**src/rtl/inst_loader_pkg.sv**
```systemverilog
// inst_loader_pkg: shared instruction width defaults and the loader state encoding.
`ifndef INST_WIDTH
`define INST_WIDTH 32
`endif
`ifndef IM_ADDR_WIDTH
`define IM_ADDR_WIDTH 4
`endif
package inst_loader_pkg;
    typedef enum logic [1:0] {IDLE, LOAD, EXEC, DONE} state_t;
endpackage

```
**src/rtl/inst_buf.sv**
```systemverilog
// inst_buf: program buffer of 2**AW-1 words with write/read pointers and occupancy count.
`ifndef INST_WIDTH
`define INST_WIDTH 32
`endif
`ifndef IM_ADDR_WIDTH
`define IM_ADDR_WIDTH 4
`endif
module inst_buf #(
    parameter int W  = `INST_WIDTH,
    parameter int AW = `IM_ADDR_WIDTH
) (
    input  logic          clk,
    input  logic          rst_n,
    input  logic          wr,
    input  logic [W-1:0]  din,
    input  logic          rd,
    input  logic          clr,
    output logic [W-1:0]  dout,
    output logic [AW-1:0] count,
    output logic          full
);
    localparam int DEPTH = 2**AW - 1;
    logic [W-1:0]  mem [DEPTH];
    logic [AW-1:0] wr_ptr, rd_ptr;
    assign full = count == DEPTH[AW-1:0];
    assign dout = mem[rd_ptr];
    always_ff @(posedge clk or negedge rst_n) begin
        if (!rst_n) begin
            wr_ptr <= '0;
            rd_ptr <= '0;
            count  <= '0;
        end else if (clr) begin
            wr_ptr <= '0;
            rd_ptr <= '0;
            count  <= '0;
        end else begin
            if (wr) begin
                wr_ptr <= wr_ptr + 1'b1;
                count  <= count + 1'b1;
            end
            if (rd) rd_ptr <= rd_ptr + 1'b1;
        end
    end
    // storage is deliberately left unreset; the count gates every read
    always_ff @(posedge clk) begin
        if (wr) mem[wr_ptr] <= din;
    end
endmodule

```
**src/rtl/inst_loader.sv**
```systemverilog
// inst_loader: buffers host instruction words and streams them to the PE instruction memory,
// then holds busy through the downstream replay window before pulsing done.
`ifndef INST_WIDTH
`define INST_WIDTH 32
`endif
`ifndef IM_ADDR_WIDTH
`define IM_ADDR_WIDTH 4
`endif
module inst_loader
    import inst_loader_pkg::*;
#(
    parameter int INST_WIDTH    = `INST_WIDTH,
    parameter int IM_ADDR_WIDTH = `IM_ADDR_WIDTH
) (
    input  logic                     clk,
    input  logic                     rst_n,
    input  logic                     wr_en,
    input  logic [INST_WIDTH-1:0]    wr_inst,
    input  logic                     start,
    output logic                     full,
    output logic [IM_ADDR_WIDTH-1:0] count,
    output logic                     busy,
    output logic                     done,
    output logic                     valid,
    output logic [INST_WIDTH-1:0]    inst_out
);
    state_t                  state, nxt;
    logic [IM_ADDR_WIDTH:0]  k, k_nxt, n;
    logic                    emit, clr, wr, done_nxt;
    logic [INST_WIDTH-1:0]   rd_data;
    assign busy = state != IDLE;
    assign n    = {1'b0, count};
    // zero words are no-ops downstream, so they never occupy a slot
    assign wr   = wr_en & ~full & ~busy & ~start & (|wr_inst);
    inst_buf #(.W(INST_WIDTH), .AW(IM_ADDR_WIDTH)) u_buf (
        .clk   (clk),
        .rst_n (rst_n),
        .wr    (wr),
        .din   (wr_inst),
        .rd    (emit),
        .clr   (clr),
        .dout  (rd_data),
        .count (count),
        .full  (full)
    );
    always_comb begin
        nxt      = state;
        k_nxt    = k;
        emit     = 1'b0;
        done_nxt = 1'b0;
        clr      = 1'b0;
        case (state)
            IDLE: if (start) begin
                if (count != '0) begin
                    nxt   = LOAD;
                    emit  = 1'b1;
                    k_nxt = 1;
                end else done_nxt = 1'b1;
            end
            LOAD: if (k < n) begin
                emit  = 1'b1;
                k_nxt = k + 1'b1;
            end else begin
                nxt   = EXEC;
                k_nxt = '0;
            end
            // k counts N+2 execution cycles covering the replay window
            EXEC: if (k == n + 1'b1) begin
                nxt      = DONE;
                done_nxt = 1'b1;
            end else k_nxt = k + 1'b1;
            DONE: begin
                nxt   = IDLE;
                clr   = 1'b1;
                k_nxt = '0;
            end
            default: nxt = IDLE;
        endcase
    end
    always_ff @(posedge clk or negedge rst_n) begin
        if (!rst_n) begin
            state    <= IDLE;
            k        <= '0;
            valid    <= 1'b0;
            inst_out <= '0;
            done     <= 1'b0;
        end else begin
            state    <= nxt;
            k        <= k_nxt;
            valid    <= emit;
            inst_out <= emit ? rd_data : '0;
            done     <= done_nxt;
        end
    end
endmodule
```
**config.mk**
```make
export PLATFORM = sky130hd
export DESIGN_NAME = inst_loader
export DESIGN_NICKNAME = d
export VERILOG_FILES = /design/src/rtl/inst_loader_pkg.sv /design/src/rtl/inst_buf.sv /design/src/rtl/inst_loader.sv
export SDC_FILE = /design/constraint.sdc
export NUM_CORES = 1
export LEC_CHECK = 0
export BUFFER_PORTS_ARGS = -buffer_cell sky130_fd_sc_hd__buf_2
export CAP_MARGIN = 40
export CELL_PAD_IN_SITES_DETAIL_PLACEMENT = 1
export CELL_PAD_IN_SITES_GLOBAL_PLACEMENT = 2
export CORE_MARGIN = 2
export CORE_UTILIZATION = 45
export CTS_CLUSTER_DIAMETER = 120
export DETAILED_ROUTE_END_ITERATION = 8
export GPL_TIMING_DRIVEN = 0
export PLACE_DENSITY = 0.78
export SKIP_CTS_REPAIR_TIMING = 1
export SLEW_MARGIN = 10
export SYNTH_ARGS = -nofsm -noshare
export SYNTH_HDL_FRONTEND = slang
export SYNTH_SLANG_ARGS = --single-unit
```
**constraint.sdc**
```tcl
create_clock -name clk -period 6.34 [get_ports clk]
set_input_delay 0.317 -clock clk [delete_from_list [all_inputs] [get_ports clk]]
set_output_delay 0.317 -clock clk [all_outputs]
set_load 0.02 [all_outputs]
```
# Word level (Yosys, flattened, before mapping)

Memories as Yosys holds them, arrays and structs flattened.
Index checks and enable logic that the tools add are counted.
Widths: inputs -> output; s select.

Output and inout bits: 40
Register bits after elaboration: 53
Word-level logic and storage cells: 68
Bits of input ports: 36
Memories: 1
Memory bits (writable): 480

Reduce and logical (&&, ||, !) cells: 8
Muxes and demuxes: 28
Bitwise gates (word level): 7
Equal/unequal tests: 10
Add/subtract/negate cells: 5
Order comparisons: 1

Memory list:

| name      | words | width | read ports | clocked after Yosys merged registers in | write ports | RTL line       | text |
|---|---|---|---|---|---|---|---|
| u_buf.mem | 15    | 32    | 1          | 0                                       | 1           | inst_buf.sv:23 | `logic [W-1:0] mem [DEPTH];` |

Operators by type and width:

| operator            | count |
|---|---|
| $mux 32             | 1 |
| $reduce_or 32->1    | 1 |
| $mux 4              | 6 |
| $mux 5              | 4 |
| $pmux 5 s4          | 1 |
| $add 4x1->4 const B | 3 |
| $ne 2x2->1 const B  | 5 |
| $mux 1              | 9 |
| $mux 2              | 4 |
| $pmux 2 s4          | 1 |
| $reduce_bool 2->1   | 3 |
| $add 4x1->5 const B | 1 |
| $add 5x1->5 const B | 1 |
| $eq 5x5->1          | 1 |
| $lt 5x4->1          | 1 |
| $and 1x1->1         | 4 |
| $eq 2x2->1 const B  | 2 |
| $eq 4x4->1 const B  | 1 |
| $pmux 1 s2          | 2 |
| $reduce_and 4->1    | 1 |
| $reduce_bool 4->1   | 1 |
| $not 1->1           | 3 |
| $reduce_and 3->1    | 1 |
| $eq 2x1->1 const B  | 1 |
| $logic_not 2->1     | 1 |

# Depth between registers and ports, before layout

Word-level depth: 8
Depth in mapped cells: 8
Depth with buffers taken out: 7

# Modules after synthesis

A second synthesis with hierarchy kept.

Cell total of the unflattened synthesis: 1021
Area total of the unflattened synthesis: 20734.9 um^2

By module, submodules not included:

| module      | area an instance (um^2) | times used | cells an instance | sequential area each (um^2) |
|---|---|---|---|---|
| inst_buf    | 18906.9                 | 1          | 864               | 14714.1 |
| inst_loader | 1828.0                  | 1          | 157               | 1026.0 |

# Worst setup path after synthesis

No wires, ideal clock.

Kind: flip-flop to flip-flop
Start: reg u_buf.count[0]
End: mem u_buf.mem[0][0] in the netlist's numbering, enable pin
Required time: 5.948 ns
Path slack: 3.274 ns
Arrival time: 2.674 ns
Buffers on the path: 1
Clock period less this slack: 3.066 ns
Setup time: 0.392 ns
Stages on the path, launching flop included: 8
Cell sequence: dfrtp_1 -> ha_1 -> and3_1 -> nor4b_2 -> o21ai_1 -> buf_2 -> nor3_1 -> and2_1

Cells in the longest elaborated chain, start to end: 8

RTL lines:

| item                         | RTL line          | text |
|---|---|---|
| from (decl)                  | inst_buf.sv:19    | `output logic [AW-1:0] count,` |
| from (signal assigned)       | inst_buf.sv:39    | `count <= count + 1'b1;` |
| $eq 4x4->1                   | inst_buf.sv:25    | `assign full = count == DEPTH[AW-1:0];` |
| net full                     | inst_loader.sv:20 | `output logic full,` |
| $not 1->1                    | inst_loader.sv:34 | `assign wr = wr_en & ~full & ~busy & ~start & (\|wr_inst);` |
| $and 1x1->1 (4 in a row)     | inst_loader.sv:34 |  |
| $mux 1                       | inst_buf.sv:46    | `if (wr) mem[wr_ptr] <= din;` |
| $mux 1 (implied by the code) | inst_buf.sv:46    |  |
| to (decl)                    | inst_buf.sv:23    |  |

The timed path passes the listed nets, and every way through them passes these cells.

# Final worst setup path

Start: reg state[1]
End: mem u_buf.mem[8][12] in the netlist's numbering, enable pin

Cells in the longest elaborated chain, start to end: 7

RTL lines:

| item                         | RTL line          | text |
|---|---|---|
| from (decl)                  | inst_loader.sv:27 | `state_t state, nxt;` |
| from (signal assigned)       | inst_loader.sv:88 | `state <= nxt;` |
| $reduce_bool 2->1            | inst_loader.sv:31 | `assign busy = state != IDLE;` |
| $not 1->1                    | inst_loader.sv:34 |  |
| $and 1x1->1 (3 in a row)     | inst_loader.sv:34 |  |
| $mux 1                       | inst_buf.sv:46    |  |
| $mux 1 (implied by the code) | inst_buf.sv:46    |  |

No other way between the ends.

==> summary.md <==
| Metric | Value |
|---|---|
| PortBufs | 75 |
| Area delta synth->final | 15.92% |
| I/O pin count | 76 |
| Commonest non-fill, non-tap cells in the layout | edfxtp_1, mux4_2, buf_2 |
| Final HPWL DP | 31190 µm |
| Max Slew Vio Count | 0 |
| Final setup TNS | 0 ns |
| Max FO, Critical Path | 17 |
| Avg Inst Size Synth | 20.88 µm² |
| HP Start | start |
| Fin crit period | 3.401 ns |
| Core Area | 46260 µm² |
| Endpoint class of the critical path | register |
| Async SR Flop Fraction | 9.944% |
| Post-Layout Cell Count | 1807 |
| MaxCap Viol Count | 0 |
| Primary FF master, synth | edfxtp_1 |
| Outcome | complete, no violations |
| Via count | 10340 |
| CTS Root Cell | clkbuf_16 |
| Critical Path AT | 3.70 ns |
| Cells after DPL | 1702 |
| CTS Sinks | 533 |
| Largest net degree at the start of global routing | 30 |
| Syn_nets | 1054 |
| Slew HR | 40.01% |
| Nets | 1206 |
| Number of vias per cell | 5.719 |
| DRT Wirelength | 49660 µm |
| Path type of the worst min-delay path | in2reg |
| Reg clk slew, reported paths | 0.06 ns |
| Placer Congestion | 0.7749 |
| Clk_lat worst skew | 0.61 ns |
| Worst reg2reg path startpoint | state[1] |
| Syn Inst Count | 1002 |
| Final hold vios | 0 |
| Routed wire per std cell | 27.48 µm |
| Cell Pwr Density | 414.9 nW/µm² |
| Yosys warning count | 0 |
| Die Outline Area | 48240 µm² |
| Fmax | 0.2940 GHz |
| CTS Buffer Depth | 3 |
| Setup Crit Path Kind | reg2reg |
| Final setup viols | 0 |
| Share of layout cells above drive strength 1 | 26.77% |
| EDFF count, synth | 480 |
| First-pass GRT wire length | 74300 µm |
| # DRC | 0 |
| Power, Total | 10.06 mW |
| Antenna violations before repair | 1 |
| Final period util | 53.65% |
| Gr usage total | 21.54% |
| CTS buffer count | 55 |
| Iteration-0 DRC Markers | 973 |
| Slew of the pin with the lowest slew margin | 0.8998 ns |
| Die H | 219.6 µm |
| Total grt overflow | 0 |
| Setup Skew | 0.01159 ns |
| Most common cell after layout, fill and taps aside | edfxtp_1 |
| Worst setup SP type | register |
| Mapped Area | 20920 µm² |
| Starting density of the core | 45.23% |
| Vias in the first global route | 11170 |
| Post-synthesis sequential area ratio | 75.23% |
| Netlist cell types | 49 |
| Yosys reg bits | 533 |
| DR pass1 iterations | 5 |
| TritonCTS clock tree | done |
| WP data required | 6.64 ns |
| Leakage | 8.321 nW |
| # rows | 79 |
| Worst vdd ir | 229.3 µV |
| RSZ-0062 raised after global routing | false |
| Crit path launch | state[1] |
| Die Wd | 219.6 µm |
| Final ANT Viol Nets | 0 |
| Final-layout fill cell count | 4137 |
| CTS H-tree lvls | 2 |
==> critical path, cell delays in order, from the launching register on <==
cell and delay [ns]:
dfrtp_1 0.44, inv_1 0.14, ha_1 0.32, inv_2 0.10, nor4b_2 0.41, o21ai_1 0.16
buf_2 0.23, nor3_1 0.34, and2_2 0.65, buf_12 0.26
==> per-stage QoR <==
stage                     setup WS (ns)  hold slack, ns  utilization (%)  area, µm²
after floorplan                   3.274         0.02141                -      20920
after global placement            2.033          0.5910            47.68      22060
after detailed placement          2.906          0.2890            48.47      22420
after CTS                         2.875         -0.3577            52.38      24230
after global routing              2.656         0.03655            52.43      24250
final                             2.939         0.02298            52.43      24250
==> state kept, by name, indices dropped and copies added, names as in the netlist <==
| register | flops |
|---|---|
| inst_out | 32 |
| u_buf.mem | 480 |
| state | 2 |
| u_buf.count | 4 |
| done | 1 |
| u_buf.wr_ptr | 4 |
| u_buf.rd_ptr | 4 |
| valid | 1 |
| k | 5 |
==> layout make-up <==
class | instances | area, µm² | share of cell area, %
sequential | 533 | 15740 | 64.90
multi-input combinational | 406 | 4847 | 19.98
clock buffer | 70 | 1505 | 6.206
tap | 607 | 759.5 | 3.131
timing repair buffer | 95 | 743.2 | 3.064
clock inverter | 32 | 301.5 | 1.243
buffer | 47 | 295.3 | 1.217
inverter | 16 | 60.06 | 0.2476
antenna | 1 | 2.502 | 0.01032
==> synthesized netlist by cell type, types with 2 or more instances <==
master    number  area (µm²)
nand4_1        3       18.77
buf_8          2       30.03
ha_1          16       200.2
mux4_1        24       630.6
buf_2         13       65.06
o21ai_0       13       65.06
and2_1        49       306.5
xnor2_1        6       52.55
mux2i_1       36       360.4
edfxtp_1     480       14410
nor3_1         8       40.04
or3_1          3       18.77
xor2_1         2       17.52
nand2_1       39       146.4
nand2b_1       2       12.51
a31oi_1        2       12.51
a21oi_1        6       30.03
buf_6          2       22.52
nor2b_1        3       18.77
nor2_1        17       63.81
mux4_2       104        2342
nor4_1         8       50.05
o31ai_1        2       15.01
nor3b_1        2       15.01
inv_1         15       56.30
nand3_1        6       30.03
dfrtp_1       53        1326
mux2_1         2       22.52
buf_12         4       80.08
o211a_1        2       20.02
o21ai_1       27       135.1
o211ai_1      10       75.07
clkbuf_1      25       93.84
==> path summary, 6_finish.rpt <==
check,endpoint,slack (ns),cells after the start
worst max-delay path,u_buf.mem[8][12],2.94,9
worst min-delay path,done,0.02,3
worst max register to register,u_buf.mem[8][12],2.94,9
worst min register to register,u_buf.wr_ptr[3],0.61,2
max in group asynchronous,inst_out[18],5.62,3
min in group asynchronous,k[3],0.19,2
==> per-layer routing <==
| metal | track usage, % | share of wire [%] | up-vias |
|---|---|---|---|
| met5 | 0 | 0.026 | - |
| met3 | 3.147 | 4.2 | 78 |
| li1 | - | - | 4406 |
| met1 | 30.59 | 45 | 5571 |
| met4 | 6.376 | 2.3 | 2 |
| met2 | 34.97 | 49 | 278 |
==> cells by family (layout without fill, tap and decap cells) <==
group / count (synthesis) / in the layout / synth area share, %
simple gates: 146 / 146 / 3.713
other cells: 0 / 1 / 0
xor+xnor: 8 / 8 / 0.3349
flops: 533 / 533 / 75.23
compound gates: 70 / 70 / 2.033
buf+inv: 63 / 260 / 1.698
mux: 166 / 166 / 16.04
fa+ha+maj: 16 / 16 / 0.9568
==> power by group <==
part | switching [mW] | internal (mW) | total (mW)
registers | 0.0653 | 3.98 | 4.04
logic | 1.52 | 1.27 | 2.79
clock network | 1.35 | 1.88 | 3.23
(Power assumes the default switching activity.)
